<file path="src/rtl/irq_prio_ctrl8_pkg.sv">
// irq_prio_ctrl8_pkg: shared sizes and FSM state encoding for the interrupt controller
package irq_prio_ctrl8_pkg;
    localparam int NUM_SRC = 8;
    localparam int VEC_W = 3;
    typedef enum logic [1:0] {
        IDLE    = 2'd0,
        REQ     = 2'd1,
        SERVICE = 2'd2
    } state_e;
endpackage

</file>
<file path="src/rtl/irq_prio_ctrl8_if.sv">
// irq_prio_ctrl8_if: request, mask, handshake and status bundle between source side and controller
interface irq_prio_ctrl8_if import irq_prio_ctrl8_pkg::*; ();
    logic [NUM_SRC-1:0] req_in;
    logic               mask_wr;
    logic [NUM_SRC-1:0] mask_in;
    logic               irq;
    logic               irq_ack;
    logic [VEC_W-1:0]   vec;
    logic               vec_valid;
    logic               eoi;
    logic [NUM_SRC-1:0] pending;
    logic               in_service;
    modport master (
        output req_in, mask_wr, mask_in, irq_ack, eoi,
        input  irq, vec, vec_valid, pending, in_service
    );
    modport slave (
        input  req_in, mask_wr, mask_in, irq_ack, eoi,
        output irq, vec, vec_valid, pending, in_service
    );
endinterface

</file>
<file path="src/rtl/irq_prio_ctrl8_pick8.sv">
// irq_prio_ctrl8_pick8: combinational highest-bit-first picker over the eligible sources
module irq_prio_pick8 import irq_prio_ctrl8_pkg::*; (
    input  logic [NUM_SRC-1:0] eligible,
    output logic [VEC_W-1:0]   sel,
    output logic               any
);
    always_comb begin
        sel = '0;
        for (int i = 0; i < NUM_SRC; i++) if (eligible[i]) sel = VEC_W'(i);
    end
    assign any = |eligible;
endmodule

</file>
<file path="src/rtl/irq_prio_ctrl8.sv">
// irq_prio_ctrl8: edge-capturing masked priority interrupt controller with irq/ack/eoi handshake; IRQ_SYNC_EN adds a 2-flop input synchronizer
module irq_prio_ctrl8 import irq_prio_ctrl8_pkg::*; #(
    parameter logic [NUM_SRC-1:0] RESET_MASK = 8'h00
) (
    input logic clk,
    input logic rst_n,
    irq_prio_ctrl8_if.slave bus
);
    logic [NUM_SRC-1:0] req_s, req_q, pending_q, pending_d, mask_q, mask_d;
    logic [NUM_SRC-1:0] rise, eligible, clr;
    logic [VEC_W-1:0]   sel, vec_q, vec_d;
    logic               any, irq_q, irq_d, vec_valid_q, vec_valid_d, in_service_q, in_service_d;
    state_e             state_q, state_d;
`ifdef IRQ_SYNC_EN
    logic [NUM_SRC-1:0] sync1_q, sync2_q;
    always_ff @(posedge clk or negedge rst_n) begin
        if (!rst_n) begin
            sync1_q <= '0;
            sync2_q <= '0;
        end else begin
            sync1_q <= bus.req_in;
            sync2_q <= sync1_q;
        end
    end
    assign req_s = sync2_q;
`else
    assign req_s = bus.req_in;
`endif
    irq_prio_pick8 u_pick (.eligible(eligible), .sel(sel), .any(any));
    always_comb begin
        rise = req_s & ~req_q;
        eligible = pending_q & ~mask_q;
        mask_d = bus.mask_wr ? bus.mask_in : mask_q;
        state_d = state_q;
        irq_d = irq_q;
        vec_d = vec_q;
        vec_valid_d = vec_valid_q;
        in_service_d = in_service_q;
        clr = '0;
        case (state_q)
            IDLE: if (any) begin
                state_d = REQ;
                irq_d = 1'b1;
                vec_d = sel;
            end
            REQ: if (!any) begin
                state_d = IDLE;
                irq_d = 1'b0;
            end else begin
                vec_d = sel;
                if (bus.irq_ack) begin
                    state_d = SERVICE;
                    irq_d = 1'b0;
                    vec_valid_d = 1'b1;
                    in_service_d = 1'b1;
                    clr = NUM_SRC'(1) << sel;
                end
            end
            SERVICE: if (bus.eoi) begin
                state_d = IDLE;
                vec_valid_d = 1'b0;
                in_service_d = 1'b0;
            end
            default: state_d = IDLE;
        endcase
        // a new edge on the bit being served survives the clear
        pending_d = (pending_q & ~clr) | rise;
    end
    always_ff @(posedge clk or negedge rst_n) begin
        if (!rst_n) begin
            req_q <= '0;
            pending_q <= '0;
            mask_q <= RESET_MASK;
            state_q <= IDLE;
            irq_q <= 1'b0;
            vec_q <= '0;
            vec_valid_q <= 1'b0;
            in_service_q <= 1'b0;
        end else begin
            req_q <= req_s;
            pending_q <= pending_d;
            mask_q <= mask_d;
            state_q <= state_d;
            irq_q <= irq_d;
            vec_q <= vec_d;
            vec_valid_q <= vec_valid_d;
            in_service_q <= in_service_d;
        end
    end
    assign bus.irq = irq_q;
    assign bus.vec = vec_q;
    assign bus.vec_valid = vec_valid_q;
    assign bus.pending = pending_q;
    assign bus.in_service = in_service_q;
endmodule

</file>
<file path="src/flat_wrapper.sv">
// flat-port wrapper written by rule: the top's interface ports become plain ports
module irq_prio_ctrl8_flat import irq_prio_ctrl8_pkg::*;
#(
    parameter logic [NUM_SRC-1:0] RESET_MASK = 8'h00
)
  (clk, rst_n, bus_req_in, bus_mask_wr, bus_mask_in, bus_irq_ack, bus_eoi, bus_irq, bus_vec, bus_vec_valid, bus_pending, bus_in_service);
  irq_prio_ctrl8_if bus_i ();
  input logic clk;
  input logic rst_n;
  input wire logic [$bits(bus_i.req_in)-1:0] bus_req_in;
  input wire logic [$bits(bus_i.mask_wr)-1:0] bus_mask_wr;
  input wire logic [$bits(bus_i.mask_in)-1:0] bus_mask_in;
  input wire logic [$bits(bus_i.irq_ack)-1:0] bus_irq_ack;
  input wire logic [$bits(bus_i.eoi)-1:0] bus_eoi;
  output wire logic [$bits(bus_i.irq)-1:0] bus_irq;
  output wire logic [$bits(bus_i.vec)-1:0] bus_vec;
  output wire logic [$bits(bus_i.vec_valid)-1:0] bus_vec_valid;
  output wire logic [$bits(bus_i.pending)-1:0] bus_pending;
  output wire logic [$bits(bus_i.in_service)-1:0] bus_in_service;
  assign bus_i.req_in = bus_req_in;
  assign bus_i.mask_wr = bus_mask_wr;
  assign bus_i.mask_in = bus_mask_in;
  assign bus_i.irq_ack = bus_irq_ack;
  assign bus_i.eoi = bus_eoi;
  assign bus_irq = bus_i.irq;
  assign bus_vec = bus_i.vec;
  assign bus_vec_valid = bus_i.vec_valid;
  assign bus_pending = bus_i.pending;
  assign bus_in_service = bus_i.in_service;
  irq_prio_ctrl8 #(.RESET_MASK(RESET_MASK)) u_core (.clk(clk), .rst_n(rst_n), .bus(bus_i));
endmodule
</file>
<file path="config.mk">
export PLATFORM = sky130hd
export DESIGN_NAME = irq_prio_ctrl8_flat
export DESIGN_NICKNAME = d
export VERILOG_FILES = /design/src/rtl/irq_prio_ctrl8_pkg.sv /design/src/rtl/irq_prio_ctrl8_if.sv /design/src/rtl/irq_prio_ctrl8_pick8.sv /design/src/rtl/irq_prio_ctrl8.sv /design/src/flat_wrapper.sv
export SDC_FILE = /design/constraint.sdc
export NUM_CORES = 1
export LEC_CHECK = 0
export CAP_MARGIN = 20
export CELL_PAD_IN_SITES_DETAIL_PLACEMENT = 1
export CELL_PAD_IN_SITES_GLOBAL_PLACEMENT = 1
export CORE_UTILIZATION = 35
export CTS_BUF_LIST = sky130_fd_sc_hd__clkbuf_4 sky130_fd_sc_hd__clkbuf_8
export DETAILED_ROUTE_END_ITERATION = 10
export DONT_BUFFER_PORTS = 1
export PLACE_DENSITY = 0.6
export SETUP_SLACK_MARGIN = 0.3
export SLEW_MARGIN = 20
export SYNTH_ARGS = -nofsm -noshare
export SYNTH_HDL_FRONTEND = slang
export SYNTH_SLANG_ARGS = --single-unit
</file>
<file path="constraint.sdc">
create_clock -name clk -period 3 [get_ports clk]
set_input_delay 0.45 -clock clk [delete_from_list [all_inputs] [get_ports clk]]
set_output_delay 0.45 -clock clk [all_outputs]
set_load 0.02 [all_outputs]
</file>
# After elaboration in Yosys (flattened, before gate mapping)

Index checks and enable logic that the tools add are counted.

Word-level logic and storage cells: 54
Output and inout bits: 14
Register bits after elaboration: 31

Muxes and demuxes: 23
Equality and inequality tests: 7
Bitwise operators: 7
Reductions and logical operators: 9
Shift operators: 1

Operators by type and width:

| kind                | number |
|---|---|
| $and 8x8->8         | 3 |
| $mux 8              | 3 |
| $not 8->8           | 3 |
| $mux 3              | 6 |
| $mux 2              | 4 |
| $or 8x8->8          | 1 |
| $reduce_or 8->1     | 1 |
| $shl 1x3->8 const A | 1 |
| $mux 1              | 7 |
| $pmux 2 s3          | 1 |
| $reduce_and 3->1    | 2 |
| $ne 2x1->1 const B  | 2 |
| $ne 2x2->1 const B  | 2 |
| $pmux 1 s2          | 2 |
| $reduce_and 4->1    | 1 |
| $reduce_bool 2->1   | 2 |
| $ne 3x3->1 const B  | 1 |
| $eq 2x1->1 const B  | 1 |
| $eq 2x2->1 const B  | 1 |
| $logic_not 2->1     | 1 |
| $reduce_and 2->1    | 1 |
| $reduce_or 2->1     | 1 |

# Logic depth before layout (Yosys ltp)

Depth after elaboration: 16
Gate-level depth with buffers: 4

# Modules after synthesis

From an unflattened synthesis, not the netlist that was laid out.

Cells, all modules: 108
Area, all modules: 1262.5 um2

By module, submodules not included:

| module         | times used | area each (um2) | sequential area each (um2) | cells each |
|---|---|---|---|---|
| irq_prio_ctrl8 | 1          | 1196.1          | 775.7                      | 96 |
| irq_prio_pick8 | 1          | 66.3            | 0.0                        | 12 |

# Worst setup path before layout

Ideal clock, no wire load.

Path kind: register -> register
Start point: register u_core.pending_q[4] (netlist: u_core.bus.pending[4])
End point: register u_core.vec_q[0] (netlist: u_core.bus.vec[0])
Arrival: 1.341 ns
Path slack: 1.534 ns
Path buffers: 0
Library setup time: 0.125 ns
Clock period less this slack: 1.466 ns
Cell stages (with the launch flop): 5
Cell sequence: dfrtp_1 nand2b_4 o2111ai_4 o31ai_4 mux2_4

Longest elaborated chain between the ends: 5

RTL lines:

| element                  | line                      | RTL |
|---|---|---|
| start: declaration       | irq_prio_ctrl8.sv:9       | `logic [NUM_SRC-1:0] req_s, req_q, pending_q, pending_d, mask_q, mask_d;` |
| start signal: assignment | irq_prio_ctrl8.sv:81      | `pending_q <= pending_d;` |
| $and 8x8->8 (*)          | irq_prio_ctrl8.sv:32      | `eligible = pending_q & ~mask_q;` |
| $mux 3 (4 in series)     | irq_prio_ctrl8_pick8.sv:9 | `for (int i = 0; i < NUM_SRC; i++) if (eligible[i]) sel = VEC_W'(i);` |
| end signal: assignment   | irq_prio_ctrl8.sv:85      | `vec_q <= vec_d;` |
| end: declaration         | irq_prio_ctrl8.sv:11      | `logic [VEC_W-1:0] sel, vec_q, vec_d;` |

Every way passes the cells marked *; elsewhere a longest branch is shown, timed or not.
A chain may end at the register's enable or synchronous reset.

# Worst setup path in the final report

Start point: register u_core.pending_q[5] (netlist: u_core.bus.pending[5])
End point: register u_core.vec_q[0] (netlist: u_core.bus.vec[0])

Longest elaborated chain between the ends: 4

RTL lines:

| element              | line |
|---|---|
| $and 8x8->8 (*)      | irq_prio_ctrl8.sv:32 |
| $mux 3 (3 in series) | irq_prio_ctrl8_pick8.sv:9 |

Marked as above.

==> impl_results.md <==
* First-pass GRT wire length at 4670 um
* Clock buffer depth at 2
* Final Hold Viols at 0
* Final Skew at 0.00641 ns
* R2R Setup Slk at 1.41 ns
* Vias in the first global route at 977
* FFs w/ async S/R, synth at 1.00
* Power Total at 1.23 mW
* Sink Count at 31
* Switching share of total power at 0.330
* Pins over their slew limit at 0
* Crit-path max FO at 5
* Final setup violation count at 0
* Synthesis Warnings at 0
* Max cap viols at 0
* Drt drc at 0
* Clk pwr share at 0.301
* Syn-to-layout area delta at 13.3%
* Share of the synthesized area in the top cell type at 0.565
* Mapped Area at 1370 um^2
* Worst-skew pair later-pin latency at 0.28 ns
* Placed insts at 160
* Combinational power share at 0.192
* # fillers at 406
* Wire per inst at 16.6 um
* GP Congestion at 0.735
* Post-Synthesis Cells at 114
* Routed WL at 2830 um
* Die area at 4180 um^2
* Flop pwr share at 0.507
* Initial antenna violation count at 0
* Relative slew margins at 0.740
* Synth top area cells: dfrtp_1, mux2_2, inv_1
* Pre-CTS WS at 1.42 ns
* Max IR drop VDD at 0.000284 V
* Setup TNS at 0 ns
* Setup Buffers After CTS at 0
* Int Pwr at 0.821 mW
* Post-synthesis net count at 135
* Layout cells sized above 1 at 0.221
* Hold crit path type: in2reg
* Post-Syn Area per Cell at 12.1 um^2
* DR vias/cell at 5.10
* Final Util at 0.419
* Antenna diode count at 0
* Post-route insts no fill at 170
* Slew @ Worst Pin at 0.390 ns
* Critical path required time at 3.17 ns
* First-pass iteration count of the detailed router at 3
* Row cnt at 22
* Vias at 867
* Number of routed nets with antenna violations at 0
* Setup CP Type: reg2reg
* Nets at 142
* Post-synth EDFFs at 0
* Starting Density at 0.370
* RSZ-0062 raised after global routing: false
* Crit path time final at 1.59 ns
* Largest net degree at the start of global routing at 32
* DIE WIDTH at 64.7 um
* Max Fclk at 0.629 GHz
* Most frequent cell after synthesis: dfrtp_1
* Crit path capture type: register
* Dominant synthesized flop cell: dfrtp_1
* Sequential share of the synthesized area at 0.565
* Total GRT Usage at 0.159
* Fin crit share at 0.530
* CTS tree: built
* Root Buffer: clkbuf_8
* Leak at 0.689 nW
* CTS H-tree lvls at 2
* Final worst setup slack at 1.41 ns
* DRT iter0 DRCs at 47
* CTS resizes at 0
* #FFs+latches synth at 31
* Overflow after GRT at 0
* CTS Buf Count at 5
* CP startpoint kind: register
* Die height at 64.7 um
* # IOs at 35
* Core ar. at 3720 um^2
* CTS clk-pin slew, worst paths at 0.07 ns
* Yosys top cell by area: dfrtp_1
* Number of buffer cells added on primary ports at 0
* CP arrival at 1.76 ns
* Netlist cell types at 35
* Post-DP HPWL at 2100 um
* Psw at 0.405 mW
* PD cells at 787 nW/um^2
* Top cells by count, synth: dfrtp_1, inv_1, o21ai_0
* Status: finished, final reports clean
==> power by group through the flow <==
stage | registers (mW) | logic (mW) | clock network [mW]
final | 0.621 | 0.236 | 0.369
after global routing | 0.635 | 0.263 | 0.401
after detailed placement | 0.632 | 0.227 | 0
after CTS | 0.624 | 0.241 | 0.384
after floorplan | 0.602 | 0.208 | 0
after global placement | 0.628 | 0.220 | 0
==> registers in the layout, summed over array words and instances, names as in the netlist <==
| signal | flops |
|---|---|
| u_core.mask_q | 8 |
| u_core.state_q | 2 |
| u_core.bus.pending | 8 |
| u_core.bus.vec | 3 |
| u_core.bus.irq | 1 |
| u_core.bus.vec_valid | 1 |
| u_core.req_q | 8 |
==> per-stage QoR <==
step / area (um^2) / hold slack, ns
after floorplan: 1370 / 0.154
after global placement: 1420 / 0.155
after detailed placement: 1420 / 0.155
after CTS: 1560 / 0.177
after global routing: 1560 / 0.173
final: 1560 / 0.189
==> cell families (layout without fill, tap and decap cells) <==
kind of cell | count (synthesis) | count (layout) | share of synthesized area
and+or+nand+nor | 24 | 24 | 0.126
AOI/OAI and AO/OA | 32 | 32 | 0.184
muxes | 8 | 8 | 0.0710
DFF | 31 | 31 | 0.565
buffers and inverters | 19 | 27 | 0.0546
==> worst max-delay path, stage by stage, from the launching register on <==
cell,delay (ns)
dfrtp_1,0.52
nand2b_2,0.18
o2111ai_4,0.15
o31ai_4,0.30
mux2_4,0.33
==> layout by cell type (no fill, tap or decap) <==
master	Yosys	final
o22ai_2	1	1
and2b_2	1	1
o311ai_1	1	1
nand3_1	2	2
o31ai_4	1	1
nand2b_4	3	3
nor2_1	1	1
a31oi_1	2	2
nor2b_1	1	1
o32ai_1	1	1
o2111ai_4	1	1
mux2_2	6	6
nand2b_2	2	2
a21oi_1	1	1
nor3_1	1	1
a41oi_1	2	2
mux2_4	2	2
nand2b_1	2	2
inv_1	17	17
o21ai_0	12	12
nand2_4	1	1
o21a_1	1	1
o21ai_1	1	1
o31ai_1	1	1
a22o_1	1	1
nand2_1	4	4
dlygate4sd3_1	0	1
buf_12	0	1
o311ai_0	1	1
nand3b_1	2	2
and2_1	3	3
dfrtp_1	31	31
clkbuf_8	0	7
o211ai_1	1	1
o221ai_1	4	4
clkbuf_4	0	1
and2b_1	1	1
==> timing repair <==
action | in CTS | in global routing
endpoints found under the setup margin | 0 | 0
hold endpoints to repair | 31 | 0
hold buffers | 2 | 0
==> final timing paths <==
check                                        end  depth (start not counted)                   from
min in group asynchronous      u_core.bus.vec[1]                          2                  rst_n
max reg2reg                    u_core.bus.vec[0]                          4  u_core.bus.pending[5]
min reg2reg                u_core.bus.pending[6]                          1        u_core.req_q[6]
max                            u_core.bus.vec[0]                          4  u_core.bus.pending[5]
min                              u_core.req_q[4]                          0          bus_req_in[4]
max in group asynchronous       u_core.mask_q[4]                          2                  rst_n
==> per-layer routing <==
layer / part of all wire / up-vias / global-route usage
met3: 0.083 / 6 / 0.0863
met5: 0 / - / 0
met1: 0.44 / 422 / 0.173
met2: 0.45 / 26 / 0.243
met4: 0.022 / 0 / 0.0917
li1: - / 413 / -
==> final cells by class <==
cell class / instances / area (um^2) / area share
clock buffers: 8 / 104 / 0.0667
inverters: 17 / 63.8 / 0.0410
repair buffers: 2 / 30.0 / 0.0193
flip-flops and latches: 31 / 776 / 0.498
well taps: 48 / 60.1 / 0.0386
multi-input cells: 64 / 523 / 0.336
Note: power is estimated with default switching activity, not from simulation.
